**config.mk**
```make
export PLATFORM = sky130hd
export DESIGN_NAME = debounce_sync
export DESIGN_NICKNAME = d
export VERILOG_FILES = /design/src/rtl/debounce_pkg.sv /design/src/rtl/debounce_sync_chain.sv /design/src/rtl/debounce_sync.sv
export SDC_FILE = /design/constraint.sdc
export NUM_CORES = 1
export LEC_CHECK = 0
export ABC_AREA = 1
export BUFFER_PORTS_ARGS = -buffer_cell sky130_fd_sc_hd__buf_4
export CAP_MARGIN = 20
export CELL_PAD_IN_SITES_DETAIL_PLACEMENT = 0
export CELL_PAD_IN_SITES_GLOBAL_PLACEMENT = 2
export CORE_MARGIN = 1.5
export CORE_UTILIZATION = 31
export DETAILED_ROUTE_END_ITERATION = 8
export PLACE_DENSITY_LB_ADDON = 0.1
export SLEW_MARGIN = 20
export SYNTH_ARGS = -nofsm -noshare
export SYNTH_HDL_FRONTEND = slang
export SYNTH_HIERARCHICAL = 1
export SYNTH_SLANG_ARGS = --single-unit
```
**constraint.sdc**
```tcl
create_clock -name clk -period 1.95 [get_ports clk]
set_input_delay 0.39 -clock clk [delete_from_list [all_inputs] [get_ports clk]]
set_output_delay 0.39 -clock clk [all_outputs]
set_load 0.05 [all_outputs]
```
**src/rtl/debounce_pkg.sv**
```systemverilog
// Shared types for the debounce conditioning stage: FSM state encoding and
// the counter-width helper used to size the debounce counter.
package debounce_pkg;

  typedef enum logic [1:0] {
    ST_LO       = 2'd0,
    ST_LO_TO_HI = 2'd1,
    ST_HI       = 2'd2,
    ST_HI_TO_LO = 2'd3
  } db_state_t;

  function automatic int cnt_width(input int cycles);
    return (cycles < 1) ? 1 : $clog2(cycles + 1);
  endfunction

endpackage

```
**src/rtl/debounce_sync_chain.sv**
```systemverilog
// Plain N-flop synchronizer for one asynchronous level; reusable for any
// async input that needs to be brought into the clk domain.
module sync_chain #(
  parameter int   STAGES      = 2,
  parameter logic RESET_LEVEL = 1'b0
) (
  input  logic clk,
  input  logic rst,
  input  logic d,
  output logic q
);

  logic [STAGES-1:0] sync_q;
  logic [STAGES-1:0] sync_d;

  always_comb begin
    sync_d = {sync_q[STAGES-2:0], d};
  end

  always_ff @(posedge clk) begin
    if (rst) begin
      sync_q <= {STAGES{RESET_LEVEL}};
    end else begin
      sync_q <= sync_d;
    end
  end

  assign q = sync_q[STAGES-1];

endmodule

```
**src/rtl/debounce_sync.sv**
```systemverilog
// Synchronizes a raw async level, debounces it per direction and emits a
// registered clean level with one-cycle rise/fall/glitch pulses.
module debounce_sync #(
  parameter int   SYNC_STAGES     = 2,
  parameter int   DEBOUNCE_CYCLES = 4,
  parameter logic RESET_LEVEL     = 1'b0
) (
  input  logic clk,
  input  logic rst,
  input  logic a_async,
  output logic clean,
  output logic rise,
  output logic fall,
  output logic glitch
);

  import debounce_pkg::*;

  localparam int                CNT_W    = cnt_width(DEBOUNCE_CYCLES);
  localparam logic [CNT_W-1:0]  CNT_LAST = CNT_W'(DEBOUNCE_CYCLES - 1);
  localparam db_state_t         ST_RESET = RESET_LEVEL ? ST_HI : ST_LO;

  logic             s;
  db_state_t        state_q, state_d;
  logic [CNT_W-1:0] cnt_q, cnt_d;
  logic             clean_q, clean_d;
  logic             rise_q, rise_d;
  logic             fall_q, fall_d;
  logic             glitch_q, glitch_d;

  sync_chain #(
    .STAGES      (SYNC_STAGES),
    .RESET_LEVEL (RESET_LEVEL)
  ) u_sync (
    .clk (clk),
    .rst (rst),
    .d   (a_async),
    .q   (s)
  );

  // cnt holds how many consecutive cycles the new level has been seen so far
  always_comb begin
    state_d  = state_q;
    cnt_d    = cnt_q;
    clean_d  = clean_q;
    rise_d   = 1'b0;
    fall_d   = 1'b0;
    glitch_d = 1'b0;
    case (state_q)
      ST_LO: begin
        if (s) begin
          if (DEBOUNCE_CYCLES == 1) begin
            state_d = ST_HI;
            clean_d = 1'b1;
            rise_d  = 1'b1;
          end else begin
            state_d = ST_LO_TO_HI;
            cnt_d   = CNT_W'(1);
          end
        end
      end
      ST_LO_TO_HI: begin
        if (!s) begin
          state_d  = ST_LO;
          cnt_d    = '0;
          glitch_d = 1'b1;
        end else if (cnt_q == CNT_LAST) begin
          state_d = ST_HI;
          cnt_d   = '0;
          clean_d = 1'b1;
          rise_d  = 1'b1;
        end else begin
          cnt_d = cnt_q + 1'b1;
        end
      end
      ST_HI: begin
        if (!s) begin
          if (DEBOUNCE_CYCLES == 1) begin
            state_d = ST_LO;
            clean_d = 1'b0;
            fall_d  = 1'b1;
          end else begin
            state_d = ST_HI_TO_LO;
            cnt_d   = CNT_W'(1);
          end
        end
      end
      ST_HI_TO_LO: begin
        if (s) begin
          state_d  = ST_HI;
          cnt_d    = '0;
          glitch_d = 1'b1;
        end else if (cnt_q == CNT_LAST) begin
          state_d = ST_LO;
          cnt_d   = '0;
          clean_d = 1'b0;
          fall_d  = 1'b1;
        end else begin
          cnt_d = cnt_q + 1'b1;
        end
      end
      default: begin
        state_d = ST_RESET;
        cnt_d   = '0;
      end
    endcase
  end

  always_ff @(posedge clk) begin
    if (rst) begin
      state_q  <= ST_RESET;
      cnt_q    <= '0;
      clean_q  <= RESET_LEVEL;
      rise_q   <= 1'b0;
      fall_q   <= 1'b0;
      glitch_q <= 1'b0;
    end else begin
      state_q  <= state_d;
      cnt_q    <= cnt_d;
      clean_q  <= clean_d;
      rise_q   <= rise_d;
      fall_q   <= fall_d;
      glitch_q <= glitch_d;
    end
  end

  assign clean  = clean_q;
  assign rise   = rise_q;
  assign fall   = fall_q;
  assign glitch = glitch_q;

endmodule

```
==> results of run 1 <==
## metal layers
layer | up-vias | track usage, % | part of all wire (%)
li1 | 180 | - | -
met1 | 148 | 13.4 | 43
met2 | 9 | 22.6 | 49
met3 | 3 | 5.00 | 4.4
met4 | 0 | 10.3 | 3.1
met5 | - | 0 | 0
## worst min path at each step
stage / start / end / cells after the start
final: a_async / u_sync/sync_q[0]$_SDFF_PP0_ / 3
after global routing: rst / u_sync/sync_q[0]$_SDFF_PP0_ / 2
after CTS: a_async / u_sync/sync_q[0]$_SDFF_PP0_ / 3
after detailed placement: u_sync/sync_q[0]$_SDFF_PP0_ / u_sync/sync_q[1]$_SDFF_PP0_ / 2
after global placement: u_sync/sync_q[0]$_SDFF_PP0_ / u_sync/sync_q[1]$_SDFF_PP0_ / 2
after floorplan: u_sync/sync_q[0]$_SDFF_PP0_ / u_sync/sync_q[1]$_SDFF_PP0_ / 2
## cell usage after synthesis
library cell	n
inv_2	1
nand2_2	3
nor2_1	6
nand2_1	3
nand4_1	1
a21oi_1	3
o21ai_0	1
inv_1	9
nand2_4	1
dfxtp_1	11
a21boi_0	1
o21ai_1	1
nand3_1	4
ha_1	1
clkinv_2	1
nor3_1	2
nand3b_1	1
a21oi_2	1
## area by class of cell
cell class                 instances  area (um^2)  share of cell area, %
timing repair buffer               6         45.0                   8.76
sequential                        11          220                   42.8
tap                               15         18.8                   3.65
clock buffer                       4         26.3                   5.11
inverter                          11         42.5                   8.27
multi-input combinational         29          161                   31.4
## through the flow
step	setup slack [ns]	util [%]	area (um^2)	instances
after global routing	0.718	40.0	514	76
after floorplan	0.957	-	424	51
final	0.740	40.0	514	76
after detailed placement	0.851	38.0	488	72
after global placement	0.892	38.0	488	72
after CTS	0.734	40.0	514	76
## kinds of logic after synthesis
| group | after synthesis | synth area share, % |
|---|---|---|
| flops | 11 | 51.9 |
| buf+inv | 11 | 10.0 |
| simple gates | 21 | 25.4 |
| compound gates | 7 | 9.73 |
| fa+ha+maj | 1 | 2.95 |
## power groups by stage
stage / logic [mW] / clock network [mW] / registers [mW]
2_1_floorplan: 0.0115 / 0 / 0.237
3_3_place_gp: 0.0199 / 0 / 0.236
3_5_place_dp: 0.0208 / 0 / 0.236
4_1_cts: 0.0211 / 0.162 / 0.231
5_1_grt: 0.0235 / 0.171 / 0.232
6_report: 0.0208 / 0.161 / 0.231
## sequential cells by signal, summed over array words and instances, names as in the netlist, named ones only
register and count:
u_sync/sync_q 2, state_q 1, rise 1, fall 1
clean 1, cnt_q 3, glitch 1
==> results_dict.tcl, run 1 <==
set metrics [dict create \
    status "finished clean" \
    grt_max_degree 8 \
    nNetsFinal 66 \
    cp.depth 1 \
    p_switching_mw 0.0968 \
    numCtsBuffers 3 \
    syn_avg_cell_area_um2 8.32 \
    swShare_pct 23.5 \
    clockRootBuffer "clkbuf_4" \
    ctsResizeCount 0 \
    synth_seq_cells 11 \
    die_w_um 40.0 \
    drt_wl_total_um 780 \
    route.antenna.remaining_nets 0 \
    clk_pin_slew_worst_paths_ns 0.07 \
    wl_per_cell_um 10.3 \
    gp_congestion 0.722 \
    internal-power_mw 0.316 \
    fin_worst_skew_ns 0.00578 \
    powerDensity_mw_per_mm2 803 \
    ys_types 18 \
    syn2layout_area_growth_pct 21.2 \
    drv_slew 0 \
    initial_utilization_pct 33.0 \
    cts_tree "built" \
    reg2reg_from "cnt_q[0]$_SDFFE_PP0P_" \
    setup-tns-final_ns 0 \
    diodes 0 \
    pwr-share-seq_pct 56.0 \
    finalSetupViolations 0 \
    cp.required_ns 1.56 \
    path_buf_inv 1 \
    cp-startpoint "clean$_SDFFE_PP0P_" \
    drv_cap 0 \
    crit_path_end "clean" \
    dieArea_mm2 0.00160 \
    drt_iter0_markers 10 \
    start_kind "flop" \
    period_share_pct 62.1 \
    drive_gt1_share_pct 26.2 \
    hold_violations 0 \
    worstRegToRegCells 4 \
    layout_commonest_cell "dfxtp_1" \
    cp-end-kind "output pin" \
    slowest_stage "dfxtp_1" \
    synth.cell_area_um2 424 \
    p_leak_nw 0.248 \
    total_power_mw 0.413 \
    synth.top_cells.by_area "dfxtp_1 52%, inv_1 8.0%, nor2_1 5.3%" \
    fillers 140 \
    crit_family "flip-flops" \
    io-pin-count 7 \
    coreArea_mm2 0.00128 \
    pwr-share-clk_pct 38.9 \
    grt_pass1_wl_mm 1.34 \
    path_class "flop to output pin" \
    synth_top_area_cell "dfxtp_1" \
    grt_usage_pct 13.5 \
    grt_antenna_before_repair 0 \
    rsz0062_at_grt "false" \
    grt_pass1_vias 342 \
    drt_first_pass_iters 4 \
    final_cell_mix "11 x dfxtp_1, 9 x inv_1, 6 x nor2_1, 6 x buf_4, 4 x nand3_1" \
    io_buffers 6 \
    num_rows 13 \
    min_path_type "primary input to flop" \
    hold_buffers 0 \
    ys_seq_area_share_pct 51.9 \
    irDropWorstVdd_mv 0.332 \
    drc 0 \
    crit_fanout 2 \
    worst_pin_slew_ns 0.223 \
    slew-limit-headroom_pct 85.0 \
    insertion_delay_ns 0.28 \
    cts_buffer_depth 2 \
    overflow 0 \
    fmax_mhz 826 \
    cp.arrival_ns 0.82 \
    reg2reg_slack_ns 0.80 \
    synth-warning-count 6 \
    cts-htree-levels 1 \
    netlist_instances 51 \
    via_count 340 \
    combPwrFrac_pct 5.0 \
    via_per_inst 4.47 \
    r2r-end "cnt_q[1]$_SDFFE_PP0P_" \
    synth_top_area_share_pct 51.9 \
    postCtsSetupBuffers 0 \
    cts.sinks 11 \
    dp_hpwl_um 595 \
    dieHeight_um 40.0 \
    fin_crit_ns 1.21 \
    whs_ns 0.320 \
    crit_chain "buf_4" \
    synth_nets 55 \
    cp_slowest_stage_delay_ns 0.34 \
]
Power figures use the tool's default switching activity.
==> run 2: changes to the inputs <==
CORE_UTILIZATION = 26   (was 31)
clock period = 1.09 ns   (was 1.95 ns; I/O delays follow)
==> results_dict.tcl, run 2 (same netlist as run 1, synthesis figures left out) <==
set metrics [dict create \
    status "finished clean" \
    hold_buffers 0 \
    wl_per_cell_um 9.10 \
    cp-end-kind "output pin" \
    drv_slew 0 \
    fillers 166 \
    path_class "flop to output pin" \
    largestRegisters "cnt_q x3, u_sync/sync_q x2" \
    clockRootBuffer "clkbuf_4" \
    coreArea_mm2 0.00152 \
    dieArea_mm2 0.00188 \
    drive_gt1_share_pct 33.9 \
    total_power_mw 0.739 \
    insertion_delay_ns 0.27 \
    place_ws_ns 0.0171 \
    start_kind "flop" \
    via_count 346 \
    drt_first_pass_iters 1 \
    slew-limit-headroom_pct 89.4 \
    crit_chain "buf_4" \
    worst_slack_ns 0.0569 \
    rsz0062_at_grt "false" \
    syn2layout_area_growth_pct 26.0 \
    cts_tree "built" \
    via_per_inst 4.44 \
    crit_fanout 2 \
    finalSetupViolations 0 \
    seqCellArea_um2 220 \
    min_path_type "primary input to flop" \
    fmax_mhz 968 \
    dp_hpwl_um 566 \
    initial_utilization_pct 27.8 \
    largest_reg_flops 3 \
    grt_usage_pct 10.1 \
    worst_pin_slew_ns 0.158 \
    clk_pin_slew_worst_paths_ns 0.07 \
    grt_pass1_wl_mm 1.30 \
    powerDensity_mw_per_mm2 1380 \
    hold_violations 0 \
    grt_antenna_before_repair 0 \
    placed_area_um2 497 \
    regMostFlops "cnt_q" \
    dieHeight_um 43.4 \
    cp.required_ns 0.87 \
    grt_max_degree 8 \
    numCtsBuffers 3 \
    dp_cells 74 \
    cp.arrival_ns 0.82 \
    post-route-cell-area_um2 534 \
    diodes 0 \
    p_leak_nw 0.249 \
    period_share_pct 94.8 \
    layout_commonest_cell "dfxtp_1" \
    fin_crit_ns 1.03 \
    gp_congestion 0.811 \
    cts.sinks 11 \
    overflow 0 \
    multiInputGateArea_um2 173 \
    path_buf_inv 1 \
    io-pin-count 7 \
    num_rows 14 \
    drt_wl_total_um 710 \
    route.antenna.remaining_nets 0 \
    io_buffers 6 \
    nNetsFinal 67 \
    crit_family "flip-flops" \
    cts_buffer_depth 2 \
    layout.cells.non_filler 78 \
    fin_worst_skew_ns 0.00350 \
    irDropWorstVdd_mv 0.579 \
    drc 0 \
    drv_cap 0 \
    cp_slowest_stage_delay_ns 0.34 \
    final_cell_mix "11 x dfxtp_1, 8 x inv_1, 7 x buf_4" \
    slowest_stage "dfxtp_1" \
    die_w_um 43.4 \
    drt_iter0_markers 0 \
    grt_pass1_vias 333 \
    cts-htree-levels 1 \
    setup-tns-final_ns 0 \
]
run 2: through the flow:
stage,hold WS [ns],utilization [%]
floorplan,0.287,-
global placement,0.394,32.6
detailed placement,0.400,32.6
CTS,0.139,34.3
global route,0.148,35.1
finish,0.144,35.1
run 2: power breakdown:
part / total [mW] / internal, mW / leakage [nW] / switching [mW]
combinational: 0.0393 / 0.0173 / 0.145 / 0.0220
clock: 0.286 / 0.142 / 0.0150 / 0.144
sequential: 0.413 / 0.409 / 0.0893 / 0.00450
total: 0.739 / 0.568 / 0.249 / 0.171
run 2: timing repair:
item	CTS	global route
resized for setup	0	5
hold endpoints to repair	0	0
setup endpoints to repair	0	5
setup buffers	0	0
run 2: layout make-up:
| cell class | count | share of cell area, % |
|---|---|---|
| timing repair buffer | 7 | 9.84 |
| tap | 16 | 3.75 |
| inverter | 11 | 7.96 |
| sequential | 11 | 41.2 |
| clock buffer | 4 | 4.92 |
| multi-input combinational | 29 | 32.3 |
run 2: final timing paths:
kind                                     from                          end  slack [ns]  depth (start not counted)
setup / recovery           clean$_SDFFE_PP0P_                        clean        0.06                          1
hold / removal                        a_async  u_sync/sync_q[0]$_SDFF_PP0_        0.14                          3
setup reg to reg        cnt_q[1]$_SDFFE_PP0P_           clean$_SDFFE_PP0P_        0.06                          6
hold reg to reg   u_sync/sync_q[0]$_SDFF_PP0_  u_sync/sync_q[1]$_SDFF_PP0_        0.40                          2
run 2: metal layers:
metal	global-route usage [%]	share of wire, %
met4	10.9	4.9
met1	13.0	47
met2	11.9	43
met5	0	0
met3	3.75	4.9
==> run 3: changes to the inputs <==
clock period = 0.9 ns   (was 1.09 ns; I/O delays follow)
==> results_dict.tcl, run 3 (same netlist as run 1, synthesis figures left out) <==
set metrics [dict create \
    path_class "flop to flop" \
    powerDensity_mw_per_mm2 1380 \
    setup-tns-final_ns -0.406 \
    io-pin-count 7 \
    post-route-cell-area_um2 657 \
    largestRegisters "cnt_q x3, u_sync/sync_q x2" \
    fin_util_pct 43.1 \
    placed_area_um2 542 \
    insertion_delay_ns 0.27 \
    syn2layout_area_growth_pct 54.9 \
    fillers 154 \
    start_kind "flop" \
    route.antenna.remaining_nets 0 \
    fin_worst_skew_ns 0.00493 \
    wl_per_cell_um 10.5 \
    cts-htree-levels 1 \
    cp-end-kind "flop" \
    drive_gt1_share_pct 62.1 \
    clockRootBuffer "clkbuf_4" \
    status "finished, violations left" \
    drv_cap 0 \
    overflow 0 \
    slowest_stage "dfxtp_2" \
    hold_buffers 0 \
    grt_max_degree 8 \
    failed_checks "negative setup slack" \
    drc 0 \
    cts_tree "built" \
    num_rows 14 \
    dieHeight_um 43.4 \
    cts_buffer_depth 2 \
    die_w_um 43.4 \
    numCtsBuffers 3 \
    drt_iter0_markers 6 \
    io_buffers 6 \
    drt_first_pass_iters 2 \
    largest_reg_flops 3 \
    period_share_pct 112 \
    dieArea_mm2 0.00188 \
    grt_usage_pct 11.0 \
    regMostFlops "cnt_q" \
    initial_utilization_pct 27.8 \
    fin_crit_ns 1.01 \
    cp.arrival_ns 1.21 \
    clk_pin_slew_worst_paths_ns 0.07 \
    coreArea_mm2 0.00152 \
    dp_hpwl_um 589 \
    via_count 370 \
    crit_fanout 2 \
    final_cell_mix "8 x dfxtp_2, 7 x inv_1, 6 x nor2_1" \
    rsz0062_at_grt "true" \
    finalSetupViolations 10 \
    grt_antenna_before_repair 0 \
    crit_chain "ha_4 > a21boi_2 > nand3_1 > a21oi_1" \
    min_path_type "primary input to flop" \
    whs_ns 0.113 \
    cp_slowest_stage_delay_ns 0.34 \
    drt_wl_total_um 863 \
    gp_congestion 0.816 \
    irDropWorstVdd_mv 0.844 \
    layout_commonest_cell "dfxtp_2" \
    cts.sinks 11 \
    worst_pin_slew_ns 0.195 \
    grt_pass1_wl_mm 1.50 \
    via_per_inst 4.51 \
    fmax_mhz 992 \
    grt_pass1_vias 353 \
    p_leak_nw 0.283 \
    place_ws_ns -0.0842 \
    hold_violations 0 \
    slew-limit-headroom_pct 87.0 \
    worst_slack_ns -0.108 \
    cp.required_ns 1.11 \
    diodes 0 \
    drv_slew 0 \
    nNetsFinal 71 \
]
[run 3: path summary, 6_finish.rpt]
path / startpoint / to / slack, ns / cells after the start
min reg2reg: u_sync/sync_q[0]$_SDFF_PP0_ / u_sync/sync_q[1]$_SDFF_PP0_ / 0.40 / 2
max: cnt_q[0]$_SDFFE_PP0P_ / cnt_q[1]$_SDFFE_PP0P_ / -0.11 / 4
min: a_async / u_sync/sync_q[0]$_SDFF_PP0_ / 0.11 / 3
max reg2reg: cnt_q[0]$_SDFFE_PP0P_ / cnt_q[1]$_SDFFE_PP0P_ / -0.11 / 4
[run 3: area by class of cell]
type	count	area, um^2	area share, %
multi-input cells	29	219	33.3
clock buffers	4	26.3	4.00
inverters	11	45.0	6.86
well taps	16	20.0	3.05
flip-flops and latches	11	230	35.0
repair buffers	11	116	17.7
[run 3: timing repair]
| action | in CTS | in global routing |
|---|---|---|
| buffers inserted | 0 | 1 |
| resized for setup | 14 | 13 |
| pin swaps | 4 | 4 |
| setup endpoints to repair | 12 | 13 |
[run 3: through the flow]
step	instances	power, mW
floorplan	51	0.542
global placement	77	0.563
detailed placement	77	0.564
CTS	81	0.912
global route	82	0.962
finish	82	0.907
[run 3: critical path, delay by kind of cell (launching register included)]
family                   cells  cell delay (ns)
AO/OA/AOI/OAI                2             0.26
adder cells (fa/ha/maj)      1             0.25
flip-flops                   1             0.34
AND/OR/NAND/NOR              1             0.09
[run 3: metal layers]
metal  global-route usage [%]  part of all wire (%)  vias up  wire (um)
li1                         -                     -      191          -
met1                     14.6                    49      169        427
met2                     14.9                    45        6        385
met3                     3.75                   3.6        4         31
met4                     7.27                   2.2        0         19
met5                        0                     0        -          0
[run 3: power by group]
part	switching [mW]	internal, mW
Combinational	0.0327	0.0248
Sequential	0.00816	0.496
Clock	0.174	0.172
Total	0.215	0.693
